`config.mk`:
```
export PLATFORM = sky130hd
export DESIGN_NAME = xf100_ifu_ibuf
export DESIGN_NICKNAME = d
export VERILOG_FILES = /design/src/rtl/xf100_ifu_ibuf_pkg.sv /design/src/rtl/xf100_ibuf_ptr.sv /design/src/rtl/xf100_ifu_ibuf.sv
export SDC_FILE = /design/constraint.sdc
export NUM_CORES = 1
export LEC_CHECK = 0
export CELL_PAD_IN_SITES_DETAIL_PLACEMENT = 0
export CELL_PAD_IN_SITES_GLOBAL_PLACEMENT = 1
export CORE_AREA = 2 2 144 174
export DETAILED_ROUTE_END_ITERATION = 16
export DIE_AREA = 0 0 146 176
export PLACE_DENSITY = 0.77
export SYNTH_ARGS = -nofsm -noshare
export SYNTH_HDL_FRONTEND = slang
export SYNTH_SLANG_ARGS = --single-unit
```
`constraint.sdc`:
```
create_clock -name clk -period 3 [get_ports clk]
set_clock_uncertainty 0.15 [all_clocks]
set_input_delay 0.3 -clock clk [delete_from_list [all_inputs] [get_ports clk]]
set_output_delay 0.3 -clock clk [all_outputs]
set_load 0.01 [all_outputs]
```
`src/rtl/xf100_ifu_ibuf_pkg.sv`:
```
// ---------------------------------------------------------------------------
// xf100_ifu_ibuf_pkg
//   Shared sizes and types for the IFU instruction buffer.
//   Instruction/pc widths and buffer geometry come from the XF100 define set.
//   Each define gets a default here if it is not already set, so the block
//   builds without any external defines.
//   Optional feature macro used by the buffer: XF100_IBUF_BYPASS_EN.
// ---------------------------------------------------------------------------
`ifndef XF100_INSTR_SIZE
`define XF100_INSTR_SIZE 32
`endif
`ifndef XF100_PC_SIZE
`define XF100_PC_SIZE 32
`endif
`ifndef XF100_IBUF_DEPTH
`define XF100_IBUF_DEPTH 4
`endif
`ifndef XF100_IBUF_AW
`define XF100_IBUF_AW 2
`endif

package xf100_ifu_ibuf_pkg;

  localparam int INSTR_W    = `XF100_INSTR_SIZE;
  localparam int PC_W       = `XF100_PC_SIZE;
  localparam int IBUF_DEPTH = `XF100_IBUF_DEPTH;
  localparam int IBUF_AW    = `XF100_IBUF_AW;

  // One buffered fetch result.
  typedef struct packed {
    logic [INSTR_W-1:0] instr;
    logic [PC_W-1:0]    pc;
  } ibuf_entry_t;

endpackage

```
`src/rtl/xf100_ibuf_ptr.sv`:
```
// ---------------------------------------------------------------------------
// xf100_ibuf_ptr
//   Read/write pointers and occupancy count for the instruction buffer.
//   Pointers are AW bits wide and wrap naturally because DEPTH = 2**AW.
//   Ports:
//     clk, rst      clock, asynchronous active-high reset
//     push, pop     qualified write / read of one entry this cycle
//     flush         clears both pointers and the count; beats push/pop
//     wr_ptr,rd_ptr current write / read slot
//     count         occupancy 0..DEPTH
//     full, empty   count == DEPTH / count == 0
// ---------------------------------------------------------------------------
module xf100_ibuf_ptr #(
  parameter int DEPTH = 4,
  parameter int AW    = 2
) (
  input  logic          clk,
  input  logic          rst,
  input  logic          push,
  input  logic          pop,
  input  logic          flush,
  output logic [AW-1:0] wr_ptr,
  output logic [AW-1:0] rd_ptr,
  output logic [AW:0]   count,
  output logic          full,
  output logic          empty
);

  logic [AW-1:0] wr_ptr_q, wr_ptr_d;
  logic [AW-1:0] rd_ptr_q, rd_ptr_d;
  logic [AW:0]   count_q, count_d;

  // Next-state for pointers and count.
  always_comb begin
    wr_ptr_d = wr_ptr_q;
    rd_ptr_d = rd_ptr_q;
    count_d  = count_q;
    if (flush) begin
      wr_ptr_d = {AW{1'b0}};
      rd_ptr_d = {AW{1'b0}};
      count_d  = {(AW+1){1'b0}};
    end else begin
      if (push) begin
        wr_ptr_d = wr_ptr_q + AW'(1);
      end else begin
        wr_ptr_d = wr_ptr_q;
      end
      if (pop) begin
        rd_ptr_d = rd_ptr_q + AW'(1);
      end else begin
        rd_ptr_d = rd_ptr_q;
      end
      case ({push, pop})
        2'b10:   count_d = count_q + (AW+1)'(1);
        2'b01:   count_d = count_q - (AW+1)'(1);
        default: count_d = count_q;
      endcase
    end
  end

  // State register.
  always_ff @(posedge clk or posedge rst) begin
    if (rst) begin
      wr_ptr_q <= {AW{1'b0}};
      rd_ptr_q <= {AW{1'b0}};
      count_q  <= {(AW+1){1'b0}};
    end else begin
      wr_ptr_q <= wr_ptr_d;
      rd_ptr_q <= rd_ptr_d;
      count_q  <= count_d;
    end
  end

  assign wr_ptr = wr_ptr_q;
  assign rd_ptr = rd_ptr_q;
  assign count  = count_q;
  assign full   = (count_q == (AW+1)'(DEPTH));
  assign empty  = (count_q == {(AW+1){1'b0}});

endmodule

```
`src/rtl/xf100_ifu_ibuf.sv`:
```
// ---------------------------------------------------------------------------
// xf100_ifu_ibuf
//   Instruction buffer between the IFU and the decoder: a DEPTH-entry FIFO of
//   {instr, pc} pairs with valid/ready on both sides and a one-cycle flush.
//   Optional macro XF100_IBUF_BYPASS_EN: when the buffer is empty an incoming
//   pair is presented to the decoder in the same cycle (and not stored if the
//   decoder takes it).
//   Ports:
//     clk, rst                 clock, asynchronous active-high reset
//     ibuf_i_valid/instr/pc    pair from the IFU
//     ibuf_o_ready             buffer can accept (state and flush only)
//     ibuf_o_valid/instr/pc    head entry to the decoder; data 0 when invalid
//     ibuf_i_ready             decoder takes the head this cycle
//     ibuf_i_flush             discard everything held
//     ibuf_o_count             occupancy 0..DEPTH
// ---------------------------------------------------------------------------
module xf100_ifu_ibuf
  import xf100_ifu_ibuf_pkg::*;
#(
  parameter int DEPTH = IBUF_DEPTH,
  parameter int AW    = IBUF_AW
) (
  input  logic               clk,
  input  logic               rst,
  input  logic               ibuf_i_valid,
  input  logic [INSTR_W-1:0] ibuf_i_instr,
  input  logic [PC_W-1:0]    ibuf_i_pc,
  output logic               ibuf_o_ready,
  output logic               ibuf_o_valid,
  output logic [INSTR_W-1:0] ibuf_o_instr,
  output logic [PC_W-1:0]    ibuf_o_pc,
  input  logic               ibuf_i_ready,
  input  logic               ibuf_i_flush,
  output logic [AW:0]        ibuf_o_count
);

  ibuf_entry_t   mem_q [DEPTH];
  ibuf_entry_t   wr_entry;
  ibuf_entry_t   head;
  logic [AW-1:0] wr_ptr;
  logic [AW-1:0] rd_ptr;
  logic          full;
  logic          empty;
  logic          push;
  logic          pop;
  logic          bypass;
  logic          ptr_push;
  logic          ptr_pop;

  xf100_ibuf_ptr #(
    .DEPTH (DEPTH),
    .AW    (AW)
  ) u_ptr (
    .clk    (clk),
    .rst    (rst),
    .push   (ptr_push),
    .pop    (ptr_pop),
    .flush  (ibuf_i_flush),
    .wr_ptr (wr_ptr),
    .rd_ptr (rd_ptr),
    .count  (ibuf_o_count),
    .full   (full),
    .empty  (empty)
  );

  // Handshake qualification, bypass selection and head output muxing.
  always_comb begin
    wr_entry     = '{instr: ibuf_i_instr, pc: ibuf_i_pc};
    ibuf_o_ready = !full && !ibuf_i_flush;
    push         = ibuf_i_valid && ibuf_o_ready;
    bypass       = 1'b0;
`ifdef XF100_IBUF_BYPASS_EN
    bypass       = empty && ibuf_i_valid && !ibuf_i_flush;
`endif
    ibuf_o_valid = (!empty && !ibuf_i_flush) || bypass;
    if (!ibuf_o_valid) begin
      head = '0;
    end else if (bypass) begin
      head = wr_entry;
    end else begin
      head = mem_q[rd_ptr];
    end
    pop      = ibuf_o_valid && ibuf_i_ready;
    // A bypassed pair taken by the decoder never touches the storage.
    ptr_push = push && !(bypass && ibuf_i_ready);
    ptr_pop  = pop && !bypass;
  end

  assign ibuf_o_instr = head.instr;
  assign ibuf_o_pc    = head.pc;

  // Storage array; deliberately not reset, occupancy lives in the pointers.
  always_ff @(posedge clk) begin
    if (ptr_push) begin
      mem_q[wr_ptr] <= wr_entry;
    end
  end

endmodule

```
== After elaboration in Yosys (flattened, before gate mapping) ==
Memories as Yosys holds them, arrays and structs flattened.
Cells that the tools add are included.
Widths: inputs -> output; s select.
Cells by class
  magnitude comparators: 0
  $add $sub $neg: 4
  mux-type cells: 9
  $mul: 0
  shifts and indexed selects: 0
  div/mod/pow operators: 0
  bitwise logic cells: 0
  eq/ne operators: 3
  reduce and logical (&&, ||, !) cells: 11
Operators with widths (count)
  $mux 64: 1
  $mux 2: 4
  $pmux 3 s2: 1
  $add 2x1->2 const B: 2
  $logic_and 1x1->1: 4
  $reduce_bool 2->1: 2
  $add 3x1->3 const B: 1
  $eq 3x3->1 const B: 1
  $logic_not 1->1: 3
  $logic_not 3->1: 1
  $mux 3: 1
  $reduce_bool 3->1: 1
  $sub 3x1->3 const B: 1
  $eq 2x1->1 const B: 1
  $eq 2x2->1 const B: 1
  $mux 1: 2
Word-level totals
  memory bits (read-only): 0
  register bits after elaboration: 7
  memories: 1
  latch bits: 0
  word-level logic and storage cells: 31
  RAM bits: 256
Memory list
  mem_q: words 4, width 64, rd ports 1, clocked after Yosys merged registers in 0, wr ports 1, RTL line xf100_ifu_ibuf.sv:37  | ibuf_entry_t mem_q [DEPTH];

== Longest topological paths before layout ==
  depth in word-level cells: 7
  gate-level depth with buffers: 8
  mapped depth without buffers: 7

== By module ==
A second synthesis with hierarchy kept.
Unflattened totals
  cell total of the unflattened synthesis: 519
  area, all modules: 9983.3 um^2
By module, submodules not included
  xf100_ifu_ibuf: instances 1, sequential area each 7687.4 um^2, area an instance 9639.2 um^2, cells each 487
  xf100_ibuf_ptr: instances 1, sequential area each 175.2 um^2, area an instance 344.1 um^2, cells each 32

== Worst setup path before layout ==
OpenSTA, ideal clock, no wires.
  kind: register to register
  from: register u_ptr.count_q[1], in the netlist u_ptr.count[1]
  to: memory mem_q[1][0] in the netlist's numbering, enable pin
  data required time: 2.421 ns
  cell stages (with the launch flop): 4
  data arrival time: 2.455 ns
  clock period less this slack: 3.033 ns
  setup time: 0.429 ns
  path slack: -0.033 ns
  path through: dfrtp_1 -> nor2_1 -> a21oi_2 -> and2_1
On the way
  cells in the longest elaborated chain, start to end: 6
RTL lines
  start: declaration: RTL line xf100_ibuf_ptr.sv:31  | logic [AW:0] count_q, count_d;
  start signal: assignment: RTL line xf100_ibuf_ptr.sv:66  | count_q <= {(AW+1){1'b0}};
  start signal: assignment: RTL line xf100_ibuf_ptr.sv:70  | count_q <= count_d;
  $eq 3x3->1: RTL line xf100_ibuf_ptr.sv:77  | assign full = (count_q == (AW+1)'(DEPTH));
  $logic_not 1->1: RTL line xf100_ifu_ibuf.sv:69  | ibuf_o_ready = !full && !ibuf_i_flush;
  $logic_and 1x1->1: RTL line xf100_ifu_ibuf.sv:69
  $logic_and 1x1->1: RTL line xf100_ifu_ibuf.sv:70  | push = ibuf_i_valid && ibuf_o_ready;
  $mux 1: RTL line xf100_ifu_ibuf.sv:94  | if (ptr_push) begin
  $mux 1 (implied by the code): RTL line xf100_ifu_ibuf.sv:95  | mem_q[wr_ptr] <= wr_entry;
  end: declaration: RTL line xf100_ifu_ibuf.sv:37
Every way passes these cells.

== Worst setup path after layout ==
  from: register u_ptr.rd_ptr_q[0], in the netlist u_ptr.rd_ptr[0]
  to: output ibuf_o_pc[18]
On the way
  cells in the longest elaborated chain, start to end: 2
RTL lines
  start: declaration: RTL line xf100_ibuf_ptr.sv:30  | logic [AW-1:0] rd_ptr_q, rd_ptr_d;
  start signal: assignment: RTL line xf100_ibuf_ptr.sv:65  | rd_ptr_q <= {AW{1'b0}};
  start signal: assignment: RTL line xf100_ibuf_ptr.sv:69  | rd_ptr_q <= rd_ptr_d;
  $mem_v2 4x64
  $mux 64: RTL line xf100_ifu_ibuf.sv:76  | if (!ibuf_o_valid) begin
  end: declaration: RTL line xf100_ifu_ibuf.sv:31  | output logic [PC_W-1:0] ibuf_o_pc,
Every way passes these cells.

==> summary.md <==
| Metric | Value |
|---|---|
| Run status | finished, final reports clean |
| Total standard cell area after synthesis | around 10000 µm² |
| Core region area | around 24000 µm² |
| Pleak | 0.00438 µW |
| Post-route clock period utilization | 97.5% |
| Fill cell instance count of the final layout | between 1500 and 2000 |
| Slew @ Worst Pin | just under 400 ps |
| Clock sink count | 263 |
| Crit path depth | 5 |
| Full die area | roughly 26000 µm² |
| Combinational Power Share | around 12% |
| Gate family responsible for the most delay along the worst path | buffers and inverters |
| Worst reg2reg path startpoint | u_ptr.count[1] |
| Startpoint types | register |
| Io pins | 138 |
| Met1 Resource Use GR | between 10% and 20% |
| Hold path depth | 1 |
| Number of synthesized register bits | 263 |
| Critical path's largest stage delay | approximately 500 ps |
| Overflow left after global routing | 0 |
| Slowest cell on the critical path | mux4_2 |
| Category of the worst setup path capture point | primary output |
| Max-slew violation count | 0 |
| Power density of the placed cells | 627 nW/µm² |
| Final non-filler cell area | 13000 µm² |
| Hpwl dp | between 10000 and 15000 µm |
| Ant. Diodes | 0 |
| Clock tree root driver cell | clkbuf_16 |
| Cell with the most instances after synthesis | edfxtp_1 |
| Max Cap Viol | 0 |
| H-tree levels | 1 |
| Antenna violations before repair | 0 |
| Setup slack at placement | 322 ps |
| Count of different cell masters after synthesis | 31 |
| Synthesized instance count | between 400 and 500 |
| Switching power total | between 1500 and 2000 µW |
| Share of total power in the clock network | between 30% and 40% |
| Met2 track demand over resource | approximately 28% |
| Total placed instance area | between 10000 and 15000 µm² |
| Min Tclk post-route | between 2000 and 3000 ps |
| Number of nets in the finished design | between 700 and 800 |
| Aggregate routed wire length | around 20000 µm |
| Worst hold path type | input port to register |
| Cell type with the highest aggregate area in the netlist | edfxtp_1 |
| Post-Syn Area per Cell | between 20 and 25 µm² |
| Global-route wire length before repair | about 31000 µm |
| Met3 global-route usage | 2.69% |
| Grt peak-use layer | met2 |
| Number of synthesized flops with an enable pin | approximately 260 |
| Die Y-Extent | 176 µm |
| Maximum net fanout on the critical path | 15 |
| Relative contribution of sequential cells to total power | 51.5% |
| Max Clock Freq | 342 MHz |
| Buffers plus inverters on the worst setup path | 3 |
| DRC violations left | 0 |
| Cell types with the largest area share after synthesis | edfxtp_1, mux4_2, and2_1 |
| Yosys Warn Count | 0 |
| Worst min-delay path startpoint | ibuf_i_pc[2] |
| Initial cell density of the core | between 40% and 50% |
| Horizontal die dimension | approximately 150 µm |
| Routed wire length per instance | just over 20 µm |
| CTS Buf Count | 26 |
| CTS tree | built |
| Maximum VDD drop | 0.411 mV |
| Critical path data required time | 2550 ps |
| Gr usage total | about 15% |
| Area growth from synthesis to final layout | 28.0% |
| Synth async-reset ratio | approximately 2.7% |
| Placer's final routability congestion estimate | between 0.6 and 0.7 |
| Drt via density | ~5.1 |
| Slew Limit Headroom | approximately 74% |
| Number of global-route vias before repair | about 5500 |
| Multi-input gate area in the final layout | between 2000 and 2500 µm² |
| Critical setup path kind | register to primary output |
| Reg2reg path depth | 7 |
| Clock Tree Buf Depth | 3 |
| Cell row count | 62 |
| Top post-synthesis cells by count | edfxtp_1, and2_1, mux4_2, buf_2, clkbuf_1 |
| Origin of the worst setup path | u_ptr.rd_ptr[0] |
| Post-synthesis sequential area ratio | 77.2% |
| Reg area | 7870 µm² |
| Hold violation count in the final report | 0 |
| Setup repair after global routing missed its margin | true |
| Detailed router's first-iteration violation count | approximately 270 |
| Antenna viol nets, final | 0 |
| Dominant register cell in the synthesized netlist | edfxtp_1 |
| Arrival time at the worst endpoint | between 2000 and 2500 ps |
| Area share of the largest cell type after synthesis | 75.5% |
| Share of cells above drive strength 1 | 20.0% |
| Vias after detailed routing | between 4000 and 5000 |
| Later-pin clock latency in the skew report | ~500 ps |
| Internal power | approximately 6400 µW |
| Switching Share | around a fifth |
| Worst hold slack | 267 ps |
| Finish-stage setup viols | 0 |
| First-pass detailed-route iteration total | 6 |
| Count of port buffers added during placement | 137 |
| Cells traversed along the worst timing path | buf_12, buf_16, mux4_2, and2_1, clkdlybuf4s50_1 |
| Clock-pin slew on the worst setup and hold paths | about 60 ps |
| Post-route worst setup slack | approximately 74 ps |
| Syn Nets | 541 |
| Largest net degree at the start of global routing | 43 |
[layout make-up]
type	count	share of cell area, %
well taps	320	3.07
multi-input cells	176	16.8
clock buffers	32	5.32
flip-flops and latches	263	60.3
repair buffers	160	13.5
clock inverters	16	0.825
inverters	3	0.0863
[power groups by stage]
stage | Sequential, µW | Clock [µW] | Combinational [µW]
finish | 4210 | 3020 | 944
global route | 4220 | 3240 | 1020
CTS | 4210 | 3090 | 959
detailed placement | 4310 | 0 | 910
global placement | 4300 | 0 | 890
floorplan | 4280 | 0 | 498
[cells in the final DEF, fill, tap and decap left out, types with 2 or more instances in the layout]
master | netlist | layout
clkbuf_16 | 0 | 27
buf_12 | 0 | 10
nand2_1 | 5 | 5
dfrtp_4 | 0 | 2
o21ai_0 | 2 | 2
clkinv_2 | 0 | 3
mux4_2 | 64 | 64
edfxtp_1 | 256 | 256
nor2_1 | 6 | 5
and2_1 | 68 | 64
nand2b_1 | 3 | 3
ha_1 | 4 | 4
a21oi_1 | 2 | 2
buf_4 | 0 | 9
clkinvlp_4 | 0 | 2
xor2_1 | 3 | 3
xnor2_1 | 2 | 2
nand3b_1 | 2 | 2
dfrtp_1 | 7 | 5
clkdlybuf4s50_1 | 0 | 123
inv_1 | 3 | 3
dlymetal6s2s_1 | 0 | 14
buf_16 | 0 | 3
and2_4 | 0 | 4
nor3_1 | 3 | 2
clkinv_1 | 0 | 8
clkbuf_1 | 9 | 5
[layer usage]
layer  wire [µm]  share of wire [%]
met1        7950                 40
met2       10600                 53
met3         912                4.6
met4         344                1.7
met5           0                  0
[state kept, by name (all words and copies together), names as in the netlist]
name / flops
mem_q: 256
u_ptr.count: 3
u_ptr.rd_ptr: 2
u_ptr.wr_ptr: 2
[through the flow]
step	TNS, ps	power, µW	util, %	cells
floorplan	0	4770	-	467
global placement	0	5190	50.7	917
detailed placement	0	5220	50.7	917
CTS	0	8260	54.3	970
global route	-0.343	8480	54.6	970
finish	0	8180	54.6	970
[kinds of logic after synthesis]
| kind of cell | Yosys count | synth area share [%] |
|---|---|---|
| multiplexers | 64 | 14.1 |
| AND/OR/NAND/NOR | 90 | 5.23 |
| flip-flops | 263 | 77.2 |
| adder cells (fa/ha/maj) | 5 | 0.688 |
| XOR/XNOR | 5 | 0.430 |
| AO/OA/AOI/OAI | 12 | 0.786 |
| buffers and inverters | 28 | 1.54 |
[path summary, 6_finish.rpt]
kind / to / slack (ps)
setup / recovery: ibuf_o_pc[18] / 70
hold / removal: mem_q[2][2] / 270
setup reg to reg: u_ptr.count[2] / 660
hold reg to reg: u_ptr.wr_ptr[0] / 480
max in group asynchronous: u_ptr.rd_ptr[1] / 2020
min in group asynchronous: u_ptr.count[2] / 430
[repair_timing]
action | CTS | global route
endpoints found under the setup margin | 53 | 28
gates resized for setup | 0 | 18
hold buffers | 1 | 0
hold endpoints to repair | 7 | 0
pin swaps | 0 | 0
buffers inserted | 4 | 0
Power figures use the tool's default switching activity.
